`src/rtl/shifter_pkg.sv`:
```
// Shared shifter constants: clog2 helper plus the default datapath and
// rotate-amount widths used by the rotators and the shifter top.
package shifter_pkg;

    function automatic int clog2(input int value);
        int result;
        result = 0;
        for (int i = 0; i < 31; i++) begin
            if ((32'sd1 <<< i) < value) begin
                result = i + 1;
            end
        end
        return result;
    endfunction

    localparam int WIDTH_16 = 16;
    localparam int WIDTH_32 = 32;
    localparam int AMT_W_16 = clog2(WIDTH_16);
    localparam int AMT_W_32 = clog2(WIDTH_32);

endpackage

```
`src/rtl/rotate_left_stage.sv`:
```
// One barrel stage: conditionally rotates left by SHIFT when its amount bit
// is set, and registers the result with its valid bit and carried amount.
module rotate_left_stage
    import shifter_pkg::*;
#(
    parameter int WIDTH = WIDTH_32,
    parameter int AMT_W = AMT_W_32,
    parameter int SHIFT = 1
) (
    input  logic             clk,
    input  logic             reset,
    input  logic             up_valid,
    input  logic [WIDTH-1:0] up_data,
    input  logic [AMT_W-1:0] up_amt,
    input  logic             down_adv,
    output logic             adv,
    output logic             valid,
    output logic [WIDTH-1:0] data,
    output logic [AMT_W-1:0] amt
);

    localparam int BIT = clog2(SHIFT);

    logic [WIDTH-1:0] rot_s;

    // Fixed-distance rotate selected by this stage's amount bit.
    always_comb begin
        rot_s = up_data;
        if (up_amt[BIT]) begin
            rot_s = {up_data[WIDTH-1-SHIFT:0], up_data[WIDTH-1:WIDTH-SHIFT]};
        end else begin
            rot_s = up_data;
        end
    end

    // An empty stage always accepts, so bubbles collapse under a stall.
    assign adv = !valid || down_adv;

    // Stage register; payload only updates on a real operand.
    always_ff @(posedge clk or posedge reset) begin
        if (reset) begin
            valid <= 1'b0;
            data  <= {WIDTH{1'b0}};
            amt   <= {AMT_W{1'b0}};
        end else if (adv) begin
            valid <= up_valid;
            if (up_valid) begin
                data <= rot_s;
                amt  <= up_amt;
            end
        end
    end

endmodule

```
`src/rtl/rotate_left_pipe.sv`:
```
// Pipelined left rotator: AMT_W barrel stages, stage k rotating by 2^k,
// with a valid/ready handshake on both ends and registered outputs.
module rotate_left_pipe
    import shifter_pkg::*;
#(
    parameter int WIDTH = WIDTH_32,
    parameter int AMT_W = clog2(WIDTH)
) (
    input  logic             clk,
    input  logic             reset,
    input  logic             in_valid,
    output logic             in_ready,
    input  logic [WIDTH-1:0] in_data,
    input  logic [AMT_W-1:0] in_amt,
    output logic             out_valid,
    input  logic             out_ready,
    output logic [WIDTH-1:0] out_data
);

    genvar k;
    for (k = 0; k < AMT_W; k++) begin : g_stage
        logic             up_valid_s;
        logic [WIDTH-1:0] up_data_s;
        logic [AMT_W-1:0] up_amt_s;
        logic             down_adv_s;
        logic             adv_s;
        logic             valid_s;
        logic [WIDTH-1:0] data_s;
        logic [AMT_W-1:0] amt_s;

        if (k == 0) begin : g_first
            assign up_valid_s = in_valid;
            assign up_data_s  = in_data;
            assign up_amt_s   = in_amt;
        end else begin : g_chain
            assign up_valid_s = g_stage[k-1].valid_s;
            assign up_data_s  = g_stage[k-1].data_s;
            assign up_amt_s   = g_stage[k-1].amt_s;
        end

        // The ready chain runs backwards from the consumer through each stage.
        if (k == AMT_W - 1) begin : g_last
            logic unused_amt_s;
            assign down_adv_s   = out_ready;
            assign unused_amt_s = ^amt_s;
        end else begin : g_next
            assign down_adv_s = g_stage[k+1].adv_s;
        end

        rotate_left_stage #(
            .WIDTH (WIDTH),
            .AMT_W (AMT_W),
            .SHIFT (1 << k)
        ) u_stage (
            .clk      (clk),
            .reset    (reset),
            .up_valid (up_valid_s),
            .up_data  (up_data_s),
            .up_amt   (up_amt_s),
            .down_adv (down_adv_s),
            .adv      (adv_s),
            .valid    (valid_s),
            .data     (data_s),
            .amt      (amt_s)
        );
    end

    assign in_ready  = g_stage[0].adv_s;
    assign out_valid = g_stage[AMT_W-1].valid_s;
    assign out_data  = g_stage[AMT_W-1].data_s;

endmodule

```
`config.mk`:
```
export PLATFORM = sky130hd
export DESIGN_NAME = rotate_left_pipe
export DESIGN_NICKNAME = d
export VERILOG_FILES = /design/src/rtl/shifter_pkg.sv /design/src/rtl/rotate_left_stage.sv /design/src/rtl/rotate_left_pipe.sv
export SDC_FILE = /design/constraint.sdc
export NUM_CORES = 1
export LEC_CHECK = 0
export CELL_PAD_IN_SITES_DETAIL_PLACEMENT = 0
export CELL_PAD_IN_SITES_GLOBAL_PLACEMENT = 1
export CORE_MARGIN = 5
export CORE_UTILIZATION = 25
export CTS_BUF_LIST = sky130_fd_sc_hd__clkbuf_8
export DETAILED_ROUTE_END_ITERATION = 8
export HOLD_SLACK_MARGIN = 0.06
export PLACE_DENSITY_LB_ADDON = 0.08
export SETUP_SLACK_MARGIN = 0.05
export SLEW_MARGIN = 20
export SYNTH_ARGS = -nofsm -noshare
export SYNTH_HDL_FRONTEND = slang
export SYNTH_HIERARCHICAL = 1
export SYNTH_SLANG_ARGS = --single-unit
```
`constraint.sdc`:
```
create_clock -name clk -period 3.2 [get_ports clk]
set_input_delay 0.64 -clock clk [delete_from_list [all_inputs] [get_ports clk]]
set_output_delay 0.64 -clock clk [all_outputs]
set_load 0.01 [all_outputs]
```
After elaboration in Yosys (flattened, before gate mapping)
Index checks and enable logic that the tools add are counted.
{"block": "totals", "reg_bits": 185, "inputBits": 41, "output_inout_bits": 34, "word_cells": 34}
{"block": "classes", "mux": 5, "n_reduce_logical": 15}
{"cell": "$mux W32", "count": 5}
{"cell": "$reduce_and A2 Y1", "count": 5}
{"cell": "$logic_not A1 Y1", "count": 5}
{"cell": "$logic_or A1 B1 Y1", "count": 5}

Longest topological paths before layout
{"block": "logic_depth", "ltp_word": 7, "depth_mapped": 17, "ltp_nobuf": 7}

Cells and area by module
Netlist, hierarchy kept.
{"module": "rotate_left_stage", "n_inst": 5, "cells_each": 161, "area_each_um2": 1951.9, "seq_area_each_um2": 950.9}

Worst setup path before layout
OpenSTA, ideal clock, no wires.
{"block": "synth_timing", "kind": "input-to-output", "from": "input out_ready", "to": "output in_ready", "arrival_time_ns": 2.719, "required_time_ns": 2.560, "setup_slack_ns": -0.159, "cell_stages": 15, "path_buffers": 10, "cell_sequence": "nand2b_4 > buf_8 > buf_6 > nand2b_4 > buf_8 > buf_6 > nand2b_4 > buf_8 > buf_6 > nand2b_4 > buf_8 > buf_6 > nand2b_4 > buf_8 > buf_6"}
{"block": "synth_between", "elab_chain_cells": 5}
{"item": "start: declaration", "line": "rotate_left_pipe.sv:16", "text": "input logic out_ready,"}
{"item": "$logic_or A1 B1 Y1", "line": "rotate_left_stage.sv:37", "text": "assign adv = !valid || down_adv;"}
{"item": "via g_stage[3].down_adv_s", "line": "rotate_left_pipe.sv:25", "text": "logic down_adv_s;"}
{"item": "$logic_or A1 B1 Y1", "line": "rotate_left_stage.sv:37"}
{"item": "via g_stage[2].down_adv_s", "line": "rotate_left_pipe.sv:25"}
{"item": "$logic_or A1 B1 Y1", "line": "rotate_left_stage.sv:37"}
{"item": "via g_stage[1].down_adv_s", "line": "rotate_left_pipe.sv:25"}
{"item": "$logic_or A1 B1 Y1", "line": "rotate_left_stage.sv:37"}
{"item": "via g_stage[0].down_adv_s", "line": "rotate_left_pipe.sv:25"}
{"item": "$logic_or A1 B1 Y1", "line": "rotate_left_stage.sv:37"}
{"item": "end: declaration", "line": "rotate_left_pipe.sv:12", "text": "output logic in_ready,"}
The timed path passes the listed nets, and every way through them passes these cells.

Worst setup path in the final report
Ends and elaborated chain as after synthesis.

==> flow_metrics.py <==
metrics = {
    "cells_and_area": {
        "drive_above_1_share": 0.144,
        "finish.utilization": 0.277,
        "nNetsFinal": 840,
        "antenna-diode-count": 0,
        "instances_no_fill": 1280,
        "area_growth_pct": 9.89,
    },
    "clocking": {
        "cts.sinks": 175,
        "clock_latency_ps": 460,
        "cts_buffers": 17,
        "htree_levels": 4,
        "tritoncts": "yes",
        "cts_hold_buf": 0,
        "cts_setup_buffers": 0,
        "clock-root-buffer": "clkbuf_8",
        "max-clock-path-buffers": 2,
        "ctsResizeCount": 0,
        "clk_pin_slew_ps": 90,
    },
    "timing": {
        "drv_slew": 0,
        "fmax_mhz": 334,
        "hold_viol_final": 0,
        "timing.hold.ws_ps": 486,
        "final-setup-viol-count": 0,
        "setup_tns_ps": 0,
        "fin_crit_ps": 2990,
        "clock-skew-final_ps": 13.0,
        "min_period_over_period": 0.934,
        "rsz0062_at_grt": "no",
        "max_slew_margin": 0.375,
        "worst_slew_pin_slew_ps": 937,
    },
    "power_and_ir_drop": {
        "power.leakage_nw": 4.02,
        "p_total_mw": 7.95,
        "ir_worst_vdd_mv": 0.286,
        "power-per-cell-area_nw_per_um2": 785,
    },
    "critical_path": {
        "slowest_stage": "clkdlybuf4s50_1",
        "crit_fanout": 2,
        "worstSetupStartpoint": "out_ready",
        "worstSetupStartpointType": "input pin",
        "worstPathArrival_ps": 2350,
        "crit_chain": "clkdlybuf4s50_1 > nand2b_4 > nand2b_4 > nand2b_4 > nand2b_4 > nand2b_4 > clkdlybuf4s50_1",
        "crit_required_ps": 2560,
        "worstSetupEndpointType": "output pin",
        "crit_type": "in -> out",
        "r2r-start": "g_stage[4].u_stage/valid",
        "cp_common_cell": "nand2b_4",
        "slowest_delay_ps": 550,
    },
    "route": {
        "wl_per_cell_um": 17.2,
        "wl_mm": 22.0,
        "dr.pass1.iters": 6,
        "drcViolationCount": 0,
        "drt_iter0_markers": 238,
        "final_antenna_net_count": 0,
        "avgViaCountPerCell": 4.69,
        "vias": 6006,
    },
    "synth": {
        "netlist_area_um2": 9210,
        "yosysWarnings": 6,
        "avgSynthCellArea_um2": 11.9,
        "synth_cells": 774,
        "syn_nets": 815,
    },
    "grt": {
        "grt_antenna_before_repair": 0,
        "grt_max_degree": 67,
        "grt_overflow": 0,
        "grt_use_total": 0.109,
        "grt_pass1_wl_mm": 35.8,
        "grt_pass1_vias": 6095,
    },
    "worst_hold_path": {
        "min_from": "g_stage[0].u_stage/amt[3]",
        "hold_class": "reg -> reg",
    },
    "placed_design": {
        "hpwl_mm": 16.0,
        "gp_congestion": 0.693,
        "port_buffers": 74,
        "dp.cells": 1248,
    },
    "floorplan": {
        "start_util": 0.252,
        "ios": 75,
        "die_area_um2": 40800,
        "core-area_um2": 36500,
        "die_w_um": 202,
        "rows": 70,
        "die_h_um": 202,
    },
    "run": {
        "maxCapViolations": 0,
    },
    "status": {
        "outcome": "finished clean",
    },
}
state kept, by name (all words and copies together), names as in the netlist:
register / flops
g_stage.u_stage/amt: 10
g_stage.u_stage/data: 160
g_stage.u_stage/valid: 5
layer usage:
| layer | part of all wire | GRT usage | vias to the layer above |
|---|---|---|---|
| li1 | - | - | 3000 |
| met1 | 0.50 | 0.151 | 2908 |
| met2 | 0.47 | 0.174 | 82 |
| met3 | 0.023 | 0.0221 | 16 |
| met4 | 0.011 | 0.0308 | 0 |
| met5 | 0 | 0 | - |
where the power goes:
| group | internal, mW | total (mW) | switching [mW] |
|---|---|---|---|
| clock | 0.748 | 1.56 | 0.810 |
| combinational | 1.36 | 2.77 | 1.41 |
| sequential | 2.95 | 3.62 | 0.666 |
| total | 5.06 | 7.95 | 2.89 |
final timing paths:
path                                                     to  slack (ps)  cells after the start
worst max-delay path                               in_ready         210                      7
worst min-delay path              g_stage[1].u_stage/amt[3]         490                      1
worst max register to register    g_stage[1].u_stage/amt[4]        1100                      7
worst min register to register    g_stage[1].u_stage/amt[3]         490                      1
max in group asynchronous          g_stage[0].u_stage/valid        2090                      3
min in group asynchronous       g_stage[4].u_stage/data[12]         720                      3
critical path, delay by kind of cell:
| kind | cells | cell delay, ps |
|---|---|---|
| buf+inv | 2 | 1010 |
| simple gates | 5 | 700 |
through the flow:
step           cell area (µm²)  worst slack, ps
2_1_floorplan             9210             -145
3_3_place_gp              9730              162
3_5_place_dp              9730              201
4_1_cts                  10100              179
5_1_grt                  10100              141
6_report                 10100              210
layout by cell type (no fill, tap or decap):
| cell | count |
|---|---|
| a21oi_1 | 110 |
| a21oi_2 | 50 |
| a31oi_1 | 160 |
| buf_12 | 1 |
| buf_2 | 2 |
| buf_4 | 21 |
| bufinv_16 | 2 |
| clkbuf_8 | 20 |
| clkdlybuf4s50_1 | 72 |
| clkinv_2 | 5 |
| clkinv_4 | 3 |
| dfrtp_1 | 171 |
| dfrtp_2 | 4 |
| inv_1 | 7 |
| mux2_1 | 10 |
| mux2i_1 | 160 |
| nand2_2 | 4 |
| nand2b_1 | 5 |
| nand2b_4 | 5 |
cell type report:
type	count	area [µm²]
flip-flops and latches	175	4380
repair buffers	96	908
clock inverters	12	119
well taps	468	586
multi-input cells	504	3830
fillers	3796	26400
clock buffers	20	275
inverters	5	18.8
No activity file was read; power rests on OpenSTA's default activity.
